--- config.mk ---
export PLATFORM = sky130hd
export DESIGN_NAME = pic_priority_resolver
export DESIGN_NICKNAME = d
export VERILOG_FILES = /design/src/rtl/pic_pkg.sv /design/src/rtl/pic_rotate_find_first.sv /design/src/rtl/pic_priority_resolver.sv
export SDC_FILE = /design/constraint.sdc
export NUM_CORES = 1
export LEC_CHECK = 0
export CELL_PAD_IN_SITES_DETAIL_PLACEMENT = 0
export CELL_PAD_IN_SITES_GLOBAL_PLACEMENT = 1
export CORE_ASPECT_RATIO = 2
export CORE_UTILIZATION = 37
export CTS_BUF_LIST = sky130_fd_sc_hd__clkbuf_8
export DETAILED_ROUTE_END_ITERATION = 6
export GPL_ROUTABILITY_DRIVEN = 0
export GPL_TIMING_DRIVEN = 1
export PLACE_DENSITY = 0.75
export SLEW_MARGIN = 0
export SYNTH_ARGS = -nofsm -noshare
export SYNTH_HDL_FRONTEND = slang
export SYNTH_SLANG_ARGS = --single-unit
--- constraint.sdc ---
create_clock -name clk -period 4.75 [get_ports clk]
set_input_delay 0.475 -clock clk [delete_from_list [all_inputs] [get_ports clk]]
set_output_delay 0.475 -clock clk [all_outputs]
set_load 0.02 [all_outputs]
--- src/rtl/pic_pkg.sv ---
// Shared constants, state type and rank helper for the PIC priority resolver.
package pic_pkg;

   localparam int PIC_NUM_IR = 8;
   localparam int PIC_IDX_W  = 3;

   localparam logic [PIC_IDX_W-1:0] PIC_SPURIOUS_IDX = 3'd7;
   localparam logic [PIC_IDX_W-1:0] PIC_RESET_LOWEST = 3'd7;

   typedef enum logic {PR_IDLE, PR_ACK} pr_state_e;

   // Position of idx in the rotated order starting at base+1; 0 = highest priority.
   function automatic logic [PIC_IDX_W-1:0] pic_rank(input logic [PIC_IDX_W-1:0] idx,
                                                     input logic [PIC_IDX_W-1:0] base);
      return idx - base - 3'd1;
   endfunction

endpackage

--- src/rtl/pic_rotate_find_first.sv ---
// First set bit of an 8-bit vector, scanning upward from base+1 and wrapping mod 8.
module pic_rotate_find_first
   import pic_pkg::*;
(
   input  logic [PIC_NUM_IR-1:0] vector,
   input  logic [PIC_IDX_W-1:0]  base,
   output logic                  found,
   output logic [PIC_IDX_W-1:0]  idx
);

   always_comb begin
      found = 1'b0;
      idx   = '0;
      for (int k = 1; k <= PIC_NUM_IR; k++) begin
         if (!found && vector[base + PIC_IDX_W'(k)]) begin
            found = 1'b1;
            idx   = base + PIC_IDX_W'(k);
         end
      end
   end

endmodule

--- src/rtl/pic_priority_resolver.sv ---
// 8259 request capture, masking and rotating-priority resolve, with the INTA
// handshake that freezes the resolved level between ack1 and ack2.
module pic_priority_resolver
   import pic_pkg::*;
#(
   parameter int                   NUM_IR       = PIC_NUM_IR,
   parameter logic [PIC_IDX_W-1:0] RESET_LOWEST = PIC_RESET_LOWEST
) (
   input  logic                 clk,
   input  logic                 rst,
   input  logic [NUM_IR-1:0]    ir_in,
   input  logic                 ltim,
   input  logic [NUM_IR-1:0]    imr,
   input  logic [NUM_IR-1:0]    isr,
   input  logic                 special_mask_mode,
   input  logic                 ack1,
   input  logic                 ack2,
   input  logic                 rotate_cmd,
   input  logic                 rotate_specific,
   input  logic [PIC_IDX_W-1:0] rotate_level,
   input  logic [PIC_IDX_W-1:0] eoi_idx,
   input  logic                 aeoi_rotate,
   output logic [NUM_IR-1:0]    irr,
   output logic                 int_req,
   output logic [PIC_IDX_W-1:0] highest_priority_idx,
   output logic [PIC_IDX_W-1:0] lowest_priority,
   output logic                 in_ack
);

   pr_state_e              state_q;
   logic [NUM_IR-1:0]      irr_q, irr_d, ir_prev_q;
   logic                   int_req_q, in_ack_q, spurious_q;
   logic [PIC_IDX_W-1:0]   hpi_q, lowest_q, lowest_d;

   logic                   req_found, isr_found, valid;
   logic [PIC_IDX_W-1:0]   req_idx, isr_idx;
   logic                   take_ack, aeoi_fire;

   pic_rotate_find_first u_req_scan (
      .vector (irr_q & ~imr),
      .base   (lowest_q),
      .found  (req_found),
      .idx    (req_idx)
   );

   pic_rotate_find_first u_isr_scan (
      .vector (isr),
      .base   (lowest_q),
      .found  (isr_found),
      .idx    (isr_idx)
   );

   // Normal mode: the highest in-service level blocks everything at or below it.
   always_comb begin
      if (special_mask_mode)
         valid = req_found && !isr[req_idx];
      else
         valid = req_found && (!isr_found ||
                 (pic_rank(req_idx, lowest_q) < pic_rank(isr_idx, lowest_q)));
   end

   assign take_ack  = (state_q == PR_IDLE) && ack1 && int_req_q;
   assign aeoi_fire = (state_q == PR_ACK) && ack2 && aeoi_rotate && !spurious_q;

   // A granted level is dropped for one cycle; level lines reload it afterwards.
   always_comb begin
      irr_d = ltim ? ir_in : ((irr_q | (ir_in & ~ir_prev_q)) & ir_in);
      if (take_ack)
         irr_d[hpi_q] = 1'b0;
   end

   always_comb begin
      lowest_d = lowest_q;
      if (rotate_cmd)
         lowest_d = rotate_specific ? rotate_level : eoi_idx;
      else if (aeoi_fire)
         lowest_d = hpi_q;
   end

   always_ff @(posedge clk) begin
      if (rst) begin
         state_q    <= PR_IDLE;
         irr_q      <= '0;
         ir_prev_q  <= '1;
         int_req_q  <= 1'b0;
         hpi_q      <= '0;
         lowest_q   <= RESET_LOWEST;
         in_ack_q   <= 1'b0;
         spurious_q <= 1'b0;
      end else begin
         irr_q     <= irr_d;
         ir_prev_q <= ir_in;
         lowest_q  <= lowest_d;
         case (state_q)
            PR_IDLE: begin
               if (ack1) begin
                  int_req_q  <= 1'b0;
                  in_ack_q   <= 1'b1;
                  spurious_q <= !int_req_q;
                  state_q    <= PR_ACK;
                  if (!int_req_q)
                     hpi_q <= PIC_SPURIOUS_IDX;
               end else begin
                  int_req_q <= valid;
                  if (valid)
                     hpi_q <= req_idx;
               end
            end
            PR_ACK: begin
               int_req_q <= 1'b0;
               if (ack2) begin
                  in_ack_q <= 1'b0;
                  state_q  <= PR_IDLE;
               end
            end
            default: state_q <= PR_IDLE;
         endcase
      end
   end

   assign irr                  = irr_q;
   assign int_req              = int_req_q;
   assign highest_priority_idx = hpi_q;
   assign lowest_priority      = lowest_q;
   assign in_ack               = in_ack_q;

endmodule

==> results.toml, run 1 <==
[setup_path]
worstPathArrival_ns = 4.72
worst_setup_path_start_kind = "flop"
critical_path_class = "reg2reg"
worst_ep_required_time_ns = 4.95
worstSetupEndpointType = "flop"
path_max_fanout = 5

[sta]
setup_tns_ns = 0
fmax_ghz = 0.221
maxSlewViolCount = 0
finalCritPeriodShare = 0.952
slew_headroom = 0.586
worstMarginPinSlew_ns = 0.614
fin_skew_ns = 0.00194
finalSetupViolCount = 0
period_needed_ns = 4.52
rsz0062_at_grt = "false"
hold_viol = 0

[routing]
drt-initial-drc-count = 113
wl_per_cell_um = 19.2
drtAntennaViolNets = 0
drc = 0
wirelength_mm = 10.6
num_vias = 3307
first_pass_iters = 4
via_per_inst = 6.01

[synthesis]
ys.flop_type = "dfxtp_1"
synth_commonest_cells = "nand2_1, nor2_1, dfxtp_1"
synth.ff_latch_count = 26
yosys.area.top_type = "dfxtp_1"
postSynth.asyncResetShare = 0
yosysTopAreaCellShare = 0.165
ys_seq_area_frac = 0.165
synth_edf_count = 0
yosysMostFrequentCell = "nand2_1"
synth_area_leaders = "dfxtp_1, mux4_2, nand2_1, mux2i_1, nor2_1"
synth_cells = 371
yosys_warnings = 0
ys_types = 78
syn_avg_cell_area_um2 = 8.49
syn_area_um2 = 3150
synth_nets = 418

[clock_network]
cts_buffers = 3
ctsResizeCount = 0
clkSinkCount = 26
clockBufferDepth = 2
post_cts_buffers = 0
clock_latency_ns = 0.28
htreeDepth = 1
cts_tree = "yes"
cts-root-buf = "clkbuf_8"
cts.clk_slew.worst_paths_ns = 0.08
postCtsHoldBufs = 0

[placement]
dp_hpwl_mm = 8.81
io_buffer_count = 54

[die]
die_h_um = 133
floorplan.rows = 47
initial_core_util = 0.380
ios = 55
die-area_um2 = 8910
die_w_um = 67.3
core_um2 = 8290

[pwr]
power_w = 0.00119
p_leak_nw = 1.62
worst_ir_drop_vdd_mv = 0.226
powerDensity_nw_per_um2 = 286

[cells_and_area]
multi_input_area_um2 = 2510
final_nets = 500
drive_gt1_frac = 0.226
syn2layout_area_growth_pct = 31.7
diodes = 0
fillerInstances = 817
regArea_um2 = 520

[global_routing]
grt_overflow_total = 0
antenna_found_initial = 0
grt_max_degree = 31
track_usage = 0.253
grt_pass1_vias = 3426
grt_first_pass_wirelength_mm = 16.9

[flow_run]
cap_violations = 0

[hold_path]
hold_class = "reg2reg"

[status]
status = "finished clean"
-- worst max-delay path, cell delays in order, from the launching register on --
cell      delay, ns
dfxtp_1        0.38
bufinv_8       0.20
ha_2           0.41
mux4_2         0.39
mux2i_4        0.20
nand2_1        0.09
or3_1          0.36
o31ai_1        0.25
nand2_1        0.08
o21ai_0        0.12
ha_1           0.22
fa_1           0.41
inv_1          0.07
ha_1           0.22
a21o_1         0.16
a21oi_1        0.14
a311o_1        0.13
o211ai_1       0.11
o21bai_2       0.26
a221oi_2       0.25
-- layout by cell type, fill, tap and decap left out, types with 6 or more instances in the layout --
master,n
a2111oi_0,6
nand2b_1,16
mux4_2,21
nand2_1,38
dfxtp_1,26
o21ai_0,18
a21oi_1,16
inv_1,15
o211ai_1,6
mux2i_1,14
nor2_1,31
nand3_1,11
clkdlybuf4s50_1,52
buf_4,38
o221ai_1,7
nor2b_1,13
-- registers in the layout (all words and copies together) (netlist names) --
name	cells
lowest_priority	3
highest_priority_idx	3
spurious_q	1
in_ack	1
state_q	1
ir_prev_q	8
irr	8
int_req	1
-- final timing paths --
kind	from	endpoint	slack, ns	depth (start not counted)
worst max register to register	lowest_priority[0]	highest_priority_idx[0]	0.23	19
worst min-delay path	ir_prev_q[7]	irr[7]	0.43	1
worst min register to register	ir_prev_q[7]	irr[7]	0.43	1
worst max-delay path	lowest_priority[0]	highest_priority_idx[0]	0.23	19
-- final cells by class --
type / count / share of cell area
inverters: 17 / 0.0190
well taps: 98 / 0.0296
flip-flops and latches: 26 / 0.125
repair buffers: 94 / 0.208
multi-input cells: 311 / 0.605
clock buffers: 4 / 0.0133
-- metal layers --
| layer | share of wire | GRT usage | wire (um) |
|---|---|---|---|
| met1 | 0.34 | 0.225 | 3550 |
| met2 | 0.57 | 0.474 | 6080 |
| met3 | 0.022 | 0.0379 | 228 |
| met4 | 0.068 | 0.186 | 722 |
| met5 | 0 | 0 | 0 |
-- cell families (layout without fill, tap and decap cells) --
| logic type | after synthesis | in the layout | share of synthesized area |
|---|---|---|---|
| compound gates | 108 | 108 | 0.266 |
| xor+xnor | 7 | 7 | 0.0242 |
| fa+ha+maj | 8 | 8 | 0.0365 |
| flops | 26 | 26 | 0.165 |
| mux | 39 | 39 | 0.210 |
| simple gates | 149 | 149 | 0.246 |
| buf+inv | 34 | 115 | 0.0524 |
-- through the flow --
step | hold WS [ns] | utilization | setup slack (ns) | instance area, um^2 | std cells
detailed placement | 0.418 | 0.487 | -0.0988 | 4040 | 546
CTS | 0.430 | 0.494 | 0.0747 | 4100 | 550
finish | 0.427 | 0.500 | 0.228 | 4150 | 550
floorplan | 0.398 | - | 0.00492 | 3160 | 371
global route | 0.446 | 0.500 | 0.00557 | 4150 | 550
global placement | 0.406 | 0.487 | -0.0221 | 4040 | 546
-- power by group --
| group | total (W) | leakage, nW | internal (W) | switching [W] |
|---|---|---|---|---|
| Combinational | 0.000772 | 1.38 | 0.000365 | 0.000407 |
| Clock | 0.000144 | 0.0288 | 0.0000744 | 0.0000701 |
| Sequential | 0.000271 | 0.216 | 0.000239 | 0.0000318 |
(Power assumes the default switching activity.)
==> inputs of run 2 (changes only) <==
--- a/config.mk
+++ b/config.mk
@@ -9,7 +9,6 @@
 export CELL_PAD_IN_SITES_GLOBAL_PLACEMENT = 1
 export CORE_ASPECT_RATIO = 2
 export CORE_UTILIZATION = 37
-export CTS_BUF_LIST = sky130_fd_sc_hd__clkbuf_8
 export DETAILED_ROUTE_END_ITERATION = 6
 export GPL_ROUTABILITY_DRIVEN = 0
 export GPL_TIMING_DRIVEN = 1
==> results.toml, run 2 (synthesized netlist as in run 1, its figures left out) <==
[status]
status = "finished clean"

[sta]
slew_headroom = 0.585
fmax_ghz = 0.221
hold_viol = 0
fin_skew_ns = 0.00263
finalCritPeriodShare = 0.951
maxSlewViolCount = 0
rsz0062_at_grt = "false"
holdWs_ns = 0.422
finalSetupViolCount = 0
period_needed_ns = 4.52
worstMarginPinSlew_ns = 0.616

[pwr]
powerDensity_nw_per_um2 = 298
p_leak_nw = 1.64
worst_ir_drop_vdd_mv = 0.294

[clock_network]
clock_latency_ns = 0.27
cts_tree = "yes"
ctsResizeCount = 0
clkSinkCount = 26
cts-root-buf = "clkbuf_16"
htreeDepth = 1
clockBufferDepth = 2
cts_buffers = 3
postCtsHoldBufs = 0
cts.clk_slew.worst_paths_ns = 0.06
post_cts_buffers = 0

[routing]
met2_wirelength_mm = 6.12
wl_met3_um = 255
drtAntennaViolNets = 0
num_vias = 3320
m1WireLength_mm = 3.50
wirelength_mm = 10.6
first_pass_iters = 4
drc = 0
wl_per_cell_um = 19.3
highest_layer = "met4"
via_per_inst = 6.04
drt-initial-drc-count = 110

[global_routing]
grt_overflow_total = 0
antenna_found_initial = 0
grt_pass1_vias = 3446
track_usage = 0.254
grt_max_degree = 31
grt_first_pass_wirelength_mm = 16.9

[setup_path]
worstPathCellList = "bufinv_8 > ha_2 > mux4_2 > mux2i_4 > nand2_1 > or3_1 > o31ai_1 > nand2_1 > o21ai_0 > ha_1 > fa_1 > inv_1 > ha_1 > a21o_1 > a21oi_1 > a311o_1 > o211ai_1 > o21bai_2 > a221oi_2"
critical_path_class = "reg2reg"
path_max_fanout = 5
worstPathArrival_ns = 4.69
worst_setup_path_start_kind = "flop"
slowest_delay_ns = 0.41
cpMaxStageDelayCell = "ha_2"
reg2reg_slack_ns = 0.23
worstSetupEndpointType = "flop"
worst_ep_required_time_ns = 4.93

[placement]
place_inst = 546
place_area_um2 = 4040
io_buffer_count = 54
dp_hpwl_mm = 8.81

[die]
initial_core_util = 0.380
core_um2 = 8290
die_h_um = 133
ios = 55
die_w_um = 67.3
die-area_um2 = 8910
floorplan.rows = 47

[flow_run]
cap_violations = 0

[hold_path]
hold_class = "reg2reg"

[cells_and_area]
fin_area_um2 = 4180
final_nets = 500
layout_common_cells = "clkdlybuf4s50_1, nand2_1, buf_4"
layout_commonest_cell = "clkdlybuf4s50_1"
final-instance-count-excl-fill = 550
syn2layout_area_growth_pct = 32.8
drive_gt1_frac = 0.226
diodes = 0
## run 2: cell count changes in the layout (fill, tap and decap cells not counted)
cell / previous run / this run
clkbuf_8: 4 / 1
nor3_2: 1 / 0
a2111oi_0: 6 / 5
nor3b_2: 0 / 1
clkbuf_16: 0 / 3
a2111oi_1: 0 / 1
nor3b_1: 3 / 2
nor3_1: 5 / 6
## run 2: final timing paths
path	depth (start not counted)	to	startpoint
hold reg to reg	1	irr[7]	ir_prev_q[7]
hold / removal	1	irr[7]	ir_prev_q[7]
setup reg to reg	19	highest_priority_idx[0]	lowest_priority[0]
setup / recovery	19	highest_priority_idx[0]	lowest_priority[0]
## run 2: per-stage QoR
stage / TNS (ns) / power [W] / setup WS [ns] / util
3_5_place_dp: -0.282 / 0.00103 / -0.0988 / 0.487
6_report: 0 / 0.00125 / 0.232 / 0.505
3_3_place_gp: -0.0494 / 0.00102 / -0.0221 / 0.487
5_1_grt: 0 / 0.00132 / 0.00168 / 0.505
2_1_floorplan: 0 / 0.000762 / 0.00492 / -
4_1_cts: 0 / 0.00124 / 0.0800 / 0.498
## run 2: worst max-delay path: cells and delay by family (launching register included)
family / cells / cell delay [ns]
AOI/OAI and AO/OA: 8 / 1.42
adders and majority gates: 4 / 1.26
buffers and inverters: 2 / 0.27
DFF: 1 / 0.37
muxes: 2 / 0.59
and+or+nand+nor: 3 / 0.53
## run 2: cell type report
cell class | count | area [um^2]
multi-input cells | 311 | 2510
clock buffers | 4 | 88.8
flip-flops and latches | 26 | 520
fillers | 815 | 4110
well taps | 98 | 123
inverters | 17 | 78.8
repair buffers | 94 | 862
## run 2: routing by layer
metal,vias to the layer above,global-route usage
met4,0,0.189
met1,1608,0.225
met2,88,0.476
met5,-,0
li1,1581,-
met3,43,0.0379
## run 2: power breakdown
group          total (W)  switching, W  internal [W]
registers       0.000271     0.0000315      0.000239
clock network   0.000206     0.0000765      0.000129
logic           0.000771      0.000406      0.000365
total            0.00125      0.000514      0.000734
